--- src/rtl/mod_reduce_512_if.sv ---
// Bus bundle for the 512-bit modular reducer.
// The multiplier (or a bench) drives start/product/modulus and
// reads back valid/busy/err/result.
interface mod_reduce_512_if #(
   parameter int WIDTH    = 256,
   parameter int IN_WIDTH = 520
);
   logic                start;
   logic [IN_WIDTH-1:0] product;
   logic [WIDTH-1:0]    modulus;
   logic                valid;
   logic                busy;
   logic                err;
   logic [WIDTH-1:0]    result;

   modport master (
      output start, product, modulus,
      input  valid, busy, err, result
   );

   modport slave (
      input  start, product, modulus,
      output valid, busy, err, result
   );
endinterface

--- src/rtl/mod_reduce_512.sv ---
// Bit-serial interleaved modular reducer: result = product[511:0] mod p.
// Each COMPUTE cycle shifts one product bit into r (r = 2r + bit) and
// subtracts p once if needed, which keeps r < p.
//
// state   | meaning
// --------+-----------------------------------------------------------
// IDLE    | waiting for start; operands latched on the start edge
// COMPUTE | one product bit per clock, MSB first (k = 511 .. 0)
// DONE    | result/err held, valid high until start drops
module mod_reduce_512 #(
   parameter int WIDTH     = 256,
   parameter int IN_WIDTH  = 520,
   parameter int USE_WIDTH = 512
) (
   input logic             clk,
   input logic             rst,
   mod_reduce_512_if.slave bus
);

   localparam int KW = $clog2(USE_WIDTH);

   typedef enum logic [1:0] {
      IDLE    = 2'd0,
      COMPUTE = 2'd1,
      DONE    = 2'd2
   } state_t;

   state_t               state, state_next;
   logic [USE_WIDTH-1:0] p_reg, p_next;
   logic [WIDTH-1:0]     m_reg, m_next;
   logic [WIDTH-1:0]     r, r_next;
   logic [KW-1:0]        k, k_next;
   logic [WIDTH-1:0]     result, result_next;
   logic                 err, err_next;
   logic                 valid, valid_next;
   logic                 busy, busy_next;

   // Product bits above USE_WIDTH are deliberately dropped.
   logic unused_hi;
   assign unused_hi = ^bus.product[IN_WIDTH-1:USE_WIDTH];

   // One reduction step, carried at WIDTH+1 bits so 2r+bit never overflows.
   logic [WIDTH:0] t;
   logic [WIDTH:0] p_wide;
   logic [WIDTH:0] t_red;
   logic           t_ge;

   assign p_wide = {1'b0, m_reg};
   assign t      = {r, 1'b0} + {{WIDTH{1'b0}}, p_reg[k]};
   assign t_ge   = (t >= p_wide);
   assign t_red  = t_ge ? (t - p_wide) : t;

   // Next-state and next-register values; everything defaults to hold.
   always_comb begin
      state_next  = state;
      p_next      = p_reg;
      m_next      = m_reg;
      r_next      = r;
      k_next      = k;
      result_next = result;
      err_next    = err;
      valid_next  = valid;
      busy_next   = 1'b0;

      case (state)
         IDLE: begin
            valid_next = 1'b0;
            if (bus.start) begin
               p_next     = bus.product[USE_WIDTH-1:0];
               m_next     = bus.modulus;
               r_next     = '0;
               k_next     = KW'(USE_WIDTH - 1);
               err_next   = 1'b0;
               state_next = COMPUTE;
            end
         end

         COMPUTE: begin
            // Zero modulus is caught on the first compute edge using the
            // latched copy, so the bus value after start never matters.
            if (m_reg == '0) begin
               err_next    = 1'b1;
               result_next = '0;
               state_next  = DONE;
            end else begin
               r_next = t_red[WIDTH-1:0];
               if (k == '0) begin
                  result_next = t_red[WIDTH-1:0];
                  state_next  = DONE;
               end else begin
                  k_next = k - KW'(1);
               end
            end
         end

         DONE: begin
            valid_next = 1'b1;
            if (!bus.start) begin
               state_next = IDLE;
            end
         end

         default: begin
            state_next = IDLE;
         end
      endcase

      busy_next = (state_next == COMPUTE);
   end

   // State and datapath registers with synchronous active-low reset.
   always_ff @(posedge clk) begin
      if (!rst) begin
         state  <= IDLE;
         p_reg  <= '0;
         m_reg  <= '0;
         r      <= '0;
         k      <= '0;
         result <= '0;
         err    <= 1'b0;
         valid  <= 1'b0;
         busy   <= 1'b0;
      end else begin
         state  <= state_next;
         p_reg  <= p_next;
         m_reg  <= m_next;
         r      <= r_next;
         k      <= k_next;
         result <= result_next;
         err    <= err_next;
         valid  <= valid_next;
         busy   <= busy_next;
      end
   end

   assign bus.valid  = valid;
   assign bus.busy   = busy;
   assign bus.err    = err;
   assign bus.result = result;

endmodule

--- src/flat_wrapper.sv ---
// flat-port wrapper written by rule: the top's interface ports become plain ports
module mod_reduce_512_flat 
#(
   parameter int WIDTH     = 256,
   parameter int IN_WIDTH  = 520,
   parameter int USE_WIDTH = 512
)
  (clk, rst, bus_start, bus_product, bus_modulus, bus_valid, bus_busy, bus_err, bus_result);
  mod_reduce_512_if #(.WIDTH(WIDTH), .IN_WIDTH(IN_WIDTH)) bus_i ();
  input logic clk;
  input logic rst;
  input wire logic [$bits(bus_i.start)-1:0] bus_start;
  input wire logic [$bits(bus_i.product)-1:0] bus_product;
  input wire logic [$bits(bus_i.modulus)-1:0] bus_modulus;
  output wire logic [$bits(bus_i.valid)-1:0] bus_valid;
  output wire logic [$bits(bus_i.busy)-1:0] bus_busy;
  output wire logic [$bits(bus_i.err)-1:0] bus_err;
  output wire logic [$bits(bus_i.result)-1:0] bus_result;
  assign bus_i.start = bus_start;
  assign bus_i.product = bus_product;
  assign bus_i.modulus = bus_modulus;
  assign bus_valid = bus_i.valid;
  assign bus_busy = bus_i.busy;
  assign bus_err = bus_i.err;
  assign bus_result = bus_i.result;
  mod_reduce_512 #(.WIDTH(WIDTH), .IN_WIDTH(IN_WIDTH), .USE_WIDTH(USE_WIDTH)) u_core (.clk(clk), .rst(rst), .bus(bus_i));
endmodule
--- config.mk ---
export PLATFORM = sky130hd
export DESIGN_NAME = mod_reduce_512_flat
export DESIGN_NICKNAME = d
export VERILOG_FILES = /design/src/rtl/mod_reduce_512_if.sv /design/src/rtl/mod_reduce_512.sv /design/src/flat_wrapper.sv
export SDC_FILE = /design/constraint.sdc
export NUM_CORES = 2
export LEC_CHECK = 0
export CORE_AREA = 4 4 400 402
export DETAILED_ROUTE_END_ITERATION = 8
export DIE_AREA = 0 0 404 406
export PLACE_DENSITY = 0.74
export SYNTH_ARGS = -nofsm -noshare
export SYNTH_HDL_FRONTEND = slang
export SYNTH_SLANG_ARGS = --single-unit
--- constraint.sdc ---
create_clock -name clk -period 8.1 [get_ports clk]
set_input_delay 1.215 -clock clk [delete_from_list [all_inputs] [get_ports clk]]
set_output_delay 1.215 -clock clk [all_outputs]
set_load 0.005 [all_outputs]
==> results <==
- The run finished with clean final reports.
- The peak fanout along the critical path is 20.
- The standard cell with the maximum stage delay on the critical path is sky130_fd_sc_hd__dfxtp_4.
- The average vias per placed instance is 5.90.
- The placeable core area is 156000 um2.
- Data on the critical path is required at its endpoint by 8.76 ns.
- The flip-flop and latch count after synthesis is 1294.
- The max-capacitance violation count is 0.
- The number of global-route vias before repair is 68252.
- In the final routed layout, each cell accounts on average for 24.9 um.
- After synthesis the cells add up to 69200 um2.
- For this run, the register share of the synthesized area comes to 0.374.
- The signed area change from the synthesized netlist to the final layout is 24.8%.
- The number of optimization iterations in the first detailed-route pass is 6.
- The shortest clock period the worst path allows after layout is 7.79 ns.
- The clock skew is 0.0517 ns.
- The maximum level of the CTS H-tree is 4.
- Setup violations remaining at the end of the flow were counted as 0.
- The category of the most critical setup path is reg -> reg.
- Global routing finished with a remaining overflow of 0.
- Headroom to the max-slew limit came out at 0.0396.
- The vertical extent of the die is 406 um.
- Timing would allow up to 0.128 GHz.
- The max-slew violation count came to 0.
- The slack of the worst reg-to-reg path is 0.31 ns.
- The number of antenna violations at the first check in global routing is 75.
- The most used flip-flop cell after synthesis is sky130_fd_sc_hd__dfxtp_1.
- The buffer cell driving the clock tree root is sky130_fd_sc_hd__clkbuf_16.
- Wires add up to 302000 um.
- When the netlist entered floorplanning its net count stood at 10243.
- Routability-driven placement finished with a final weighted congestion of 1.02.
- The number of library cell types mapped by synthesis is 94.
- The clock-pin slew on the worst setup and hold paths is 0.06 ns.
- The largest single stage delay on the critical path is 0.56 ns.
- Sorting the synthesized cells by area gives the leading types as sky130_fd_sc_hd__dfxtp_1 37%, sky130_fd_sc_hd__nand2_1 14%, sky130_fd_sc_hd__a21oi_1 9.6%.
- The number of I/O pins is 1038.
- The clock drives 1294 sinks.
- The area enclosed by the die boundary is 164000 um2.
- In this run, CTS created clock tree buffers numbering 144.
- The average cell area after synthesis is 7.52 um2.
- Setup repair after global routing left no endpoint under its margin.
- The net count of the finished layout is 10972.
- Synthesis produced 9205 cells.
- The pin count of the biggest net entering global routing is 258.
- The number of setup buffers added after CTS is 0.
- The endpoint type of the worst setup path is a flop.
- The first global-routing pass estimated 438000 um of wire.
- The post-detailed-route count of antenna-violating nets is 0.
- The fraction of post-synthesis cell area in the top cell type by area is 0.374.
- The footprint of the multi-input gates is 39700 um2.
- At the worst endpoint, the arrival time is 8.45 ns.
- The final critical-path share of the clock period is 0.961.
- In the final layout, the share of cells above drive strength 1 is 0.0608.
- The remaining routing DRC violations is 0.
- The number of fillers in the final layout is 14602.
- The dominant cell type by count on the critical path is sky130_fd_sc_hd__buf_4.
- The count of flip-flops with a built-in enable after synthesis is 0.
- Yosys printed 0 warnings.
- Of all flip-flops after synthesis, the portion carrying an async set or reset was 0.
- The tightest min-delay check is of the reg -> reg type.
- The transition at the pin with the smallest max-transition slack is 1.44 ns.
- The width of the chip is 404 um.
- The worst setup path is launched from a flop.
- The total global routing track utilization is 0.350.
- The number of DRC markers in iteration 0 is 7883.
- The number of buffers on the longest clock path is 3.
- The source-to-sink clock delay at the later pin of the worst-skew pair is 0.82 ns.
- The final count of hold timing violations is 0.
- The largest total area in the synthesized netlist belongs to sky130_fd_sc_hd__dfxtp_1.
- TritonCTS built the clock tree.
- The sum of negative setup slack is 0 ns.
- Buffers placed on the I/O ports in this run total 1029.
- The hold-fix buffer count after cts is 0.
- The detailed placer's ending HPWL is 237000 um.
- In the final layout, flip-flops and latches occupy 25900 um2.
- The routed layout has 71698 vias.
- The register with the most flip-flops in the layout has 512 of them.
- In this run the core area contains 145 standard-cell rows.
- The effective utilization at floorplan is 0.443.
## layout make-up
cell class / count / share of cell area
timing repair buffer: 1180 / 0.137
clock inverter: 55 / 0.0100
tap: 2058 / 0.0298
inverter: 330 / 0.0144
sequential: 1294 / 0.300
multi-input combinational: 6984 / 0.460
antenna: 45 / 0.00130
clock buffer: 201 / 0.0476
## Yosys cell counts (all sizes together) (5+ instances only)
cell / count
a211oi: 12
a21boi: 25
a21o: 127
a21oi: 1332
a221o: 19
a221oi: 5
a22o: 48
a22oi: 33
a2bb2oi: 11
a311oi: 5
a31oi: 30
a32oi: 10
and2: 8
and3: 12
buf: 92
clkbuf: 505
dfxtp: 1294
ha: 258
inv: 329
mux2i: 39
mux4: 169
nand2: 2536
nand2b: 21
nand3: 49
nand4: 169
nor2: 419
nor2b: 23
nor3: 83
nor4: 107
o211ai: 21
o21a: 44
o21ai: 870
o21bai: 88
o221ai: 11
o22ai: 10
o31a: 14
o31ai: 28
or2: 13
or3: 20
xnor2: 151
xor2: 100
## worst max-delay path: cells and delay by family (launching register included)
family / cells / cell delay, ns
compound gates: 11 / 3.10
flops: 1 / 0.56
buf+inv: 8 / 1.40
mux: 6 / 1.14
simple gates: 4 / 0.85
fa+ha+maj: 2 / 0.58
## cells by family (layout without fill, tap and decap cells)
| family | count (synthesis) | in the layout | synth area share |
|---|---|---|---|
| AO/OA/AOI/OAI | 2783 | 2783 | 0.226 |
| adder cells (fa/ha/maj) | 259 | 259 | 0.0470 |
| buffers and inverters | 927 | 1766 | 0.0528 |
| AND/OR/NAND/NOR | 3480 | 3480 | 0.207 |
| XOR/XNOR | 251 | 251 | 0.0318 |
| other | 0 | 45 | 0 |
| flip-flops | 1294 | 1294 | 0.374 |
| multiplexers | 211 | 211 | 0.0611 |
## cell usage in the layout (no fill, tap or decap), types with 82 or more instances in the layout
master,Yosys,layout
sky130_fd_sc_hd__nor4_1,103,101
sky130_fd_sc_hd__nor3_1,83,82
sky130_fd_sc_hd__ha_1,258,258
sky130_fd_sc_hd__nand2_1,2535,2533
sky130_fd_sc_hd__nand4_1,169,169
sky130_fd_sc_hd__a21o_1,126,126
sky130_fd_sc_hd__o21bai_1,87,87
sky130_fd_sc_hd__a21oi_1,1330,1328
sky130_fd_sc_hd__xor2_1,100,100
sky130_fd_sc_hd__clkbuf_16,0,144
sky130_fd_sc_hd__mux4_2,169,169
sky130_fd_sc_hd__nor2_1,416,413
sky130_fd_sc_hd__buf_4,7,123
sky130_fd_sc_hd__clkdlybuf4s50_1,0,1029
sky130_fd_sc_hd__o21ai_0,849,849
sky130_fd_sc_hd__dfxtp_1,1294,1290
sky130_fd_sc_hd__inv_1,328,328
sky130_fd_sc_hd__xnor2_1,151,151
## metrics by stage
| stage | instances | worst slack, ns | util | hold WS, ns | instance area [um2] |
|---|---|---|---|---|---|
| floorplan | 9205 | 1.18 | - | 0.426 | 69200 |
| global placement | 11846 | 0.311 | 0.521 | 0.435 | 81200 |
| detailed placement | 11846 | 0.347 | 0.521 | 0.438 | 81200 |
| CTS | 12102 | 0.240 | 0.552 | 0.449 | 86200 |
| global route | 12136 | 0.0613 | 0.553 | 0.453 | 86300 |
| finish | 12147 | 0.312 | 0.553 | 0.446 | 86400 |
## timing repair
action	4_1_cts	5_1_grt
hold endpoints to repair	0	0
resized for setup	0	8
endpoints found under the setup margin	0	10
## final timing paths
kind | start | cells after the start | end
max | u_core.k[1]$_SDFFE_PN0P_ | 31 | u_core.bus.result[250]$_SDFFE_PN0P_
max reg2reg | u_core.k[1]$_SDFFE_PN0P_ | 31 | u_core.bus.result[250]$_SDFFE_PN0P_
min | u_core.bus.result[225]$_SDFFE_PN0P_ | 2 | u_core.bus.result[225]$_SDFFE_PN0P_
min reg2reg | u_core.bus.result[225]$_SDFFE_PN0P_ | 2 | u_core.bus.result[225]$_SDFFE_PN0P_
## metal layers
layer  part of all wire  wire (um)  up-vias  GRT usage
met5            0.00099        299        -          0
met4              0.044      13200       44      0.146
met3              0.094      28500      591     0.0922
met2               0.45     135000     3189      0.553
met1               0.41     125000    34534      0.455
li1                   -          -    33340          -
Power is not shown: default switching activity piles up to over one toggle a cycle in this logic, so the estimate is an artifact.
